[config.mk]
export PLATFORM = sky130hd
export DESIGN_NAME = sata_cmd_issuer
export DESIGN_NICKNAME = d
export VERILOG_FILES = /design/src/rtl/sata_cmd_pkg.sv /design/src/rtl/sata_timeout_cnt.sv /design/src/rtl/sata_cmd_issuer.sv
export SDC_FILE = /design/constraint.sdc
export NUM_CORES = 1
export LEC_CHECK = 0
export ABC_AREA = 1
export BUFFER_PORTS_ARGS = -buffer_cell sky130_fd_sc_hd__buf_2
export CAP_MARGIN = 15
export CORE_MARGIN = 2
export CORE_UTILIZATION = 55
export CTS_CLUSTER_DIAMETER = 200
export DETAILED_ROUTE_END_ITERATION = 12
export PLACE_DENSITY_LB_ADDON = 0.15
export SLEW_MARGIN = 15
export SYNTH_ARGS = -nofsm -noshare
export SYNTH_HDL_FRONTEND = slang
export SYNTH_HIERARCHICAL = 1
export SYNTH_SLANG_ARGS = --single-unit
[constraint.sdc]
create_clock -name aclk -period 3.02 [get_ports aclk]
set_input_delay 0.604 -clock aclk [delete_from_list [all_inputs] [get_ports aclk]]
set_output_delay 0.604 -clock aclk [all_outputs]
set_load 0.05 [all_outputs]
[src/rtl/sata_cmd_pkg.sv]
// rtl/sata_cmd_pkg.sv - shared state, shadow-register address and completion-code definitions
package sata_cmd_pkg;

  typedef enum logic [3:0] {
    IDLE, WR0, WR1, WR2, WR3, WAIT_IPF, RD_STAT, CAP_STAT, DONE
  } state_t;

  localparam logic [4:0] ADDR_FEAT       = 5'h01;
  localparam logic [4:0] ADDR_LBA_LO     = 5'h02;
  localparam logic [4:0] ADDR_CNT_LBA_HI = 5'h03;
  localparam logic [4:0] ADDR_CMD_STAT   = 5'h07;

  localparam logic [1:0] CODE_OK        = 2'd0;
  localparam logic [1:0] CODE_DEV_ERR   = 2'd1;
  localparam logic [1:0] CODE_TIMEOUT   = 2'd2;
  localparam logic [1:0] CODE_LINK_LOST = 2'd3;

  localparam int STAT_ERR_BIT = 0;
  localparam int STAT_DF_BIT  = 5;

endpackage

[src/rtl/sata_timeout_cnt.sv]
// rtl/sata_timeout_cnt.sv - free-running wait counter that flags the last allowed cycle
module sata_timeout_cnt #(
  parameter logic [31:0] TIMEOUT_CYCLES = 32'd150000000
) (
  input  logic aclk,
  input  logic aresetn,
  input  logic clear,
  input  logic enable,
  output logic hit
);

  logic [31:0] cnt_q;
  logic [31:0] cnt_d;

  always_comb begin
    cnt_d = cnt_q;
    if (clear) begin
      cnt_d = '0;
    end else if (enable) begin
      cnt_d = cnt_q + 32'd1;
    end
  end

  always_ff @(posedge aclk) begin
    if (!aresetn) begin
      cnt_q <= '0;
    end else begin
      cnt_q <= cnt_d;
    end
  end

  assign hit = enable && (cnt_q == TIMEOUT_CYCLES - 32'd1);

endmodule

[src/rtl/sata_cmd_issuer.sv]
// rtl/sata_cmd_issuer.sv - issues one ATA command through the shadow registers and reports completion
module sata_cmd_issuer
  import sata_cmd_pkg::*;
#(
  parameter logic [31:0] TIMEOUT_CYCLES = 32'd150000000,
  parameter logic [7:0]  DEV_BYTE       = 8'h40
) (
  input  logic        aclk,
  input  logic        aresetn,
  input  logic        linkup,
  input  logic        cmd_valid,
  output logic        cmd_ready,
  input  logic [7:0]  cmd_opcode,
  input  logic [47:0] cmd_lba,
  input  logic [15:0] cmd_count,
  input  logic [15:0] cmd_features,
  input  logic        cmd_dma,
  output logic        host_write_en,
  output logic        host_read_en,
  output logic [4:0]  host_addr_reg,
  output logic [31:0] host_data_out,
  input  logic [31:0] host_data_in,
  input  logic        write_hold,
  input  logic        ipf,
  output logic        dma_rqst,
  output logic        done_valid,
  input  logic        done_ready,
  output logic [7:0]  done_status,
  output logic [1:0]  done_code
);

  state_t      state_q, state_d;
  logic [7:0]  opcode_q, opcode_d;
  logic [47:0] lba_q, lba_d;
  logic [15:0] count_q, count_d;
  logic [15:0] features_q, features_d;
  logic        dma_q, dma_d;
  logic [7:0]  status_q, status_d;
  logic [1:0]  code_q, code_d;

  logic        wr_state;
  logic        link_abort;
  logic        timeout_hit;
  logic        unused_data_hi;

  assign unused_data_hi = ^host_data_in[31:8];

  sata_timeout_cnt #(
    .TIMEOUT_CYCLES (TIMEOUT_CYCLES)
  ) u_timeout_cnt (
    .aclk    (aclk),
    .aresetn (aresetn),
    .clear   (state_q != WAIT_IPF),
    .enable  (state_q == WAIT_IPF),
    .hit     (timeout_hit)
  );

  assign wr_state   = state_q inside {WR0, WR1, WR2, WR3};
  assign link_abort = !linkup && (state_q inside {WR0, WR1, WR2, WR3, WAIT_IPF, RD_STAT, CAP_STAT});

  always_comb begin
    state_d    = state_q;
    opcode_d   = opcode_q;
    lba_d      = lba_q;
    count_d    = count_q;
    features_d = features_q;
    dma_d      = dma_q;
    status_d   = status_q;
    code_d     = code_q;
    case (state_q)
      IDLE: begin
        if (cmd_valid && linkup) begin
          opcode_d   = cmd_opcode;
          lba_d      = cmd_lba;
          count_d    = cmd_count;
          features_d = cmd_features;
          dma_d      = cmd_dma;
          status_d   = 8'h00;
          code_d     = CODE_OK;
          state_d    = WR0;
        end
      end
      WR0: if (!write_hold) state_d = WR1;
      WR1: if (!write_hold) state_d = WR2;
      WR2: if (!write_hold) state_d = WR3;
      WR3: if (!write_hold) state_d = WAIT_IPF;
      WAIT_IPF: begin
        if (ipf) begin
          state_d = RD_STAT;
        end else if (timeout_hit) begin
          status_d = 8'h00;
          code_d   = CODE_TIMEOUT;
          state_d  = DONE;
        end
      end
      RD_STAT: state_d = CAP_STAT;
      CAP_STAT: begin
        status_d = host_data_in[7:0];
        code_d   = (host_data_in[STAT_ERR_BIT] || host_data_in[STAT_DF_BIT]) ? CODE_DEV_ERR : CODE_OK;
        state_d  = DONE;
      end
      DONE: begin
        if (done_ready) begin
          dma_d   = 1'b0;
          state_d = IDLE;
        end
      end
      default: state_d = IDLE;
    endcase
    // Losing the link overrides whatever the active state decided this cycle.
    if (link_abort) begin
      status_d = 8'h00;
      code_d   = CODE_LINK_LOST;
      state_d  = DONE;
    end
  end

  always_ff @(posedge aclk) begin
    if (!aresetn) begin
      state_q    <= IDLE;
      opcode_q   <= '0;
      lba_q      <= '0;
      count_q    <= '0;
      features_q <= '0;
      dma_q      <= 1'b0;
      status_q   <= '0;
      code_q     <= '0;
    end else begin
      state_q    <= state_d;
      opcode_q   <= opcode_d;
      lba_q      <= lba_d;
      count_q    <= count_d;
      features_q <= features_d;
      dma_q      <= dma_d;
      status_q   <= status_d;
      code_q     <= code_d;
    end
  end

  // Strobes are gated combinationally so HOLD and link loss take effect in the same cycle.
  assign host_write_en = wr_state && !write_hold && linkup;
  assign host_read_en  = (state_q == RD_STAT) && linkup;
  assign cmd_ready     = (state_q == IDLE) && linkup && aresetn;
  assign dma_rqst      = dma_q;
  assign done_valid    = (state_q == DONE);
  assign done_status   = status_q;
  assign done_code     = code_q;

  always_comb begin
    host_addr_reg = '0;
    host_data_out = '0;
    case (state_q)
      WR0: begin
        host_addr_reg = ADDR_FEAT;
        host_data_out = {features_q, DEV_BYTE, 8'h00};
      end
      WR1: begin
        host_addr_reg = ADDR_LBA_LO;
        host_data_out = lba_q[31:0];
      end
      WR2: begin
        host_addr_reg = ADDR_CNT_LBA_HI;
        host_data_out = {count_q, lba_q[47:32]};
      end
      WR3: begin
        host_addr_reg = ADDR_CMD_STAT;
        host_data_out = {24'h0, opcode_q};
      end
      RD_STAT: host_addr_reg = ADDR_CMD_STAT;
      default: ;
    endcase
  end

endmodule
==> flow_summary.ini <==
[status]
status = finished clean

[final_layout]
drive_above_1_share_pct = 21.8
area_growth_pct = 21.9
finish.utilization_pct = 67.9
postLayoutCellArea_mm2 = 0.00768
nNetsFinal = 1156
diodes = 0

[sta]
maxSlewHeadroom_pct = 52.5
hold_violations = 0
fmax_ghz = 0.360
finalClockSkew_ns = 0.00501
drv_slew = 0
hold_ws_ns = 0.438
setup_viol = 0
finalCritPeriodShare_pct = 92.1
tightest_slew_ns = 0.712
finalSetupTns_ns = 0
grt_setup_unrepaired = no
min_period_ns = 2.78

[critical_path]
cp-end-kind = output pin
cp.depth = 7
cp_common_cell = nand2_1
crit_chain = inv_1 -> nor2_4 -> nand2_1 -> inv_2 -> nand2_1 -> o221ai_1 -> buf_2
r2r_setup_slack_ns = 0.65
crit_slowest_cell = dfxtp_1
cp.required_ns = 2.42
slowest_delay_ns = 0.46
start_kind = flip-flop
critPathBufInv = 3
path_class = reg2out
crit_arrival_ns = 2.18
reg2reg_depth = 14
critPathTopFamily = buffers and inverters
crit_fanout = 16

[grt]
grt_overflow = 0
grt_use_total_pct = 25.3
grt_pass1_vias = 5583
grt_start_max_net_pins = 89
antenna_found_initial = 0
grt_pass1_wl_um = 25600

[flow_run]
maxCapViolations = 0

[pwr]
p_leak_nw = 3.23
power_density_mw_per_mm2 = 812
ir_worst_vdd_uv = 636
totalPowerFinal_mw = 6.24

[yosys]
synth.distinct_cells = 35
ys_ff_latch = 135
yosysSeqAreaShare_pct = 42.9
yosysWarningCount = 6
avgSynthCellArea_um2 = 7.09
synth_cells = 889
syn-cell-area_mm2 = 0.00630

[clock_tree]
hold_buffers = 0
cts_tree = done
ctsHtreeMaxLevel = 4
clkTransAtPathRegs_ns = 0.05
post_cts_resized = 0
clock_path_buffers = 2
numCtsBuffers = 17
clk_latency_ns = 0.42
root_buffer = clkbuf_16
clock_sinks = 135
post-cts-setup-buffers = 0

[min_path]
min_path_type = in2reg
min_path_cells = 3

[route]
drtIter0Drc = 325
wl_per_cell_um = 13.0
post-route-drc-count = 0
first_pass_iters = 5
vias = 6033
viasPerCell = 5.12
ant_nets = 0
wl_um = 15300

[place]
placed_area_mm2 = 0.00711
hpwlAfterDp_um = 10500
gp_routability_congestion = 0.854
io_buffers = 153

[die]
dieArea_mm2 = 0.0123
rows = 39
core_mm2 = 0.0113
dieHeight_um = 111
fp.dieW_um = 111
start_util_pct = 55.7
ioPinCount = 180
==> cell usage in the layout, fill, tap and decap left out <==
master and instances:
a21oi_1 116, nor4_1 3, bufinv_16 3, inv_1 146
nor3_1 2, ha_1 1, o221ai_1 25, nand2_1 145
o21a_1 2, nand2_2 8, o22ai_1 7, and2_1 1
inv_6 1, clkbuf_8 1, dfxtp_1 135, clkinv_2 4
nand3b_1 1, nand4_4 1, clkinvlp_4 2, clkbuf_1 1
nor2_2 8, nand3_2 4, and3_1 1, buf_4 7
inv_2 5, o21bai_1 2, a211oi_1 1, nand3_1 37
nor2_4 10, clkinv_1 1, nand4_1 17, o21ai_0 88
nor2_1 67, conb_1 2, nor2_8 1, clkbuf_16 17
o21ai_1 9, buf_12 1, buf_2 153
==> Yosys cell counts <==
cell / instances / area [um^2]
nand2_1: 145 / 544
nand4_1: 17 / 106
buf_6: 2 / 22.5
o22ai_1: 7 / 43.8
clkinv_1: 1 / 3.75
buf_2: 22 / 110
o21ai_0: 88 / 440
a21oi_1: 116 / 581
inv_1: 146 / 548
nor2_2: 8 / 50.1
inv_2: 5 / 18.8
a211oi_1: 1 / 7.51
buf_4: 4 / 30.0
o21bai_1: 2 / 15.0
o21a_1: 2 / 15.0
nand3_1: 37 / 185
o21ai_1: 9 / 45.0
nor3_1: 2 / 10.0
o221ai_1: 25 / 219
dfxtp_1: 135 / 2700
nor2_8: 1 / 20.0
nor2_1: 67 / 251
nor4_1: 3 / 18.8
nand3_2: 4 / 40.0
and3_1: 1 / 6.26
ha_1: 1 / 12.5
and2_1: 1 / 6.26
nand3b_1: 1 / 7.51
conb_1: 1 / 3.75
clkinv_2: 1 / 5.00
buf_1: 1 / 3.75
nand2_2: 8 / 50.1
nor2_4: 10 / 113
nand4_2: 1 / 12.5
clkbuf_1: 14 / 52.6
==> metrics by stage <==
step / instances / setup WS (ns)
5_1_grt: 1179 / 0.0657
4_1_cts: 1179 / 0.228
6_report: 1179 / 0.240
3_5_place_dp: 1151 / 0.703
2_1_floorplan: 890 / 0.141
3_3_place_gp: 1151 / 0.697
==> sequential cells by signal, summed over array words and instances (netlist names) <==
register             cells
count_q                 16
dma_rqst                 1
done_code                2
done_status              8
features_q              16
lba_q                   48
opcode_q                 8
state_q                  4
u_timeout_cnt/cnt_q     32
==> layout make-up <==
| cell class | count | area [um^2] |
|---|---|---|
| clock buffers | 19 | 443 |
| well taps | 143 | 179 |
| clock inverters | 9 | 129 |
| repair buffers | 161 | 838 |
| multi-input cells | 559 | 2820 |
| inverters | 153 | 576 |
| flip-flops and latches | 135 | 2700 |
| fillers | 997 | 3640 |
==> path summary, 6_finish.rpt <==
check | from | endpoint
max | state_q[0]$_SDFFE_PP0P_ | host_data_out[21]
min | host_data_in[4] | done_status[4]$_SDFFE_PP0P_
max reg2reg | state_q[0]$_SDFFE_PP0P_ | state_q[3]$_SDFFE_PN0P_
min reg2reg | features_q[2]$_SDFFE_PN0P_ | features_q[2]$_SDFFE_PN0P_
==> report_power, final <==
part           internal [mW]  switching [mW]  leakage (nW)
logic                  0.531            1.47          1.85
clock network           1.30           0.739         0.277
registers               2.07           0.127          1.10
total                   3.90            2.34          3.23
==> kinds of logic after synthesis <==
family,share of synthesized area [%]
compound gates,21.7
fa+ha+maj,0.199
buf+inv,12.6
flops,42.9
other cells,0.0595
simple gates,22.6
==> tightest hold or removal path: stages <==
cell,delay [ns]
buf_2,0.10
nand2_1,0.05
a21oi_1,0.05
==> layer usage <==
layer / vias to the layer above / share of wire (%) / track usage (%)
met5: - / 0 / 0
met4: 0 / 1.1 / 7.49
met3: 17 / 6.6 / 8.91
met2: 152 / 48 / 42.0
met1: 2692 / 44 / 31.1
li1: 3172 / - / -
(Power assumes the default switching activity.)
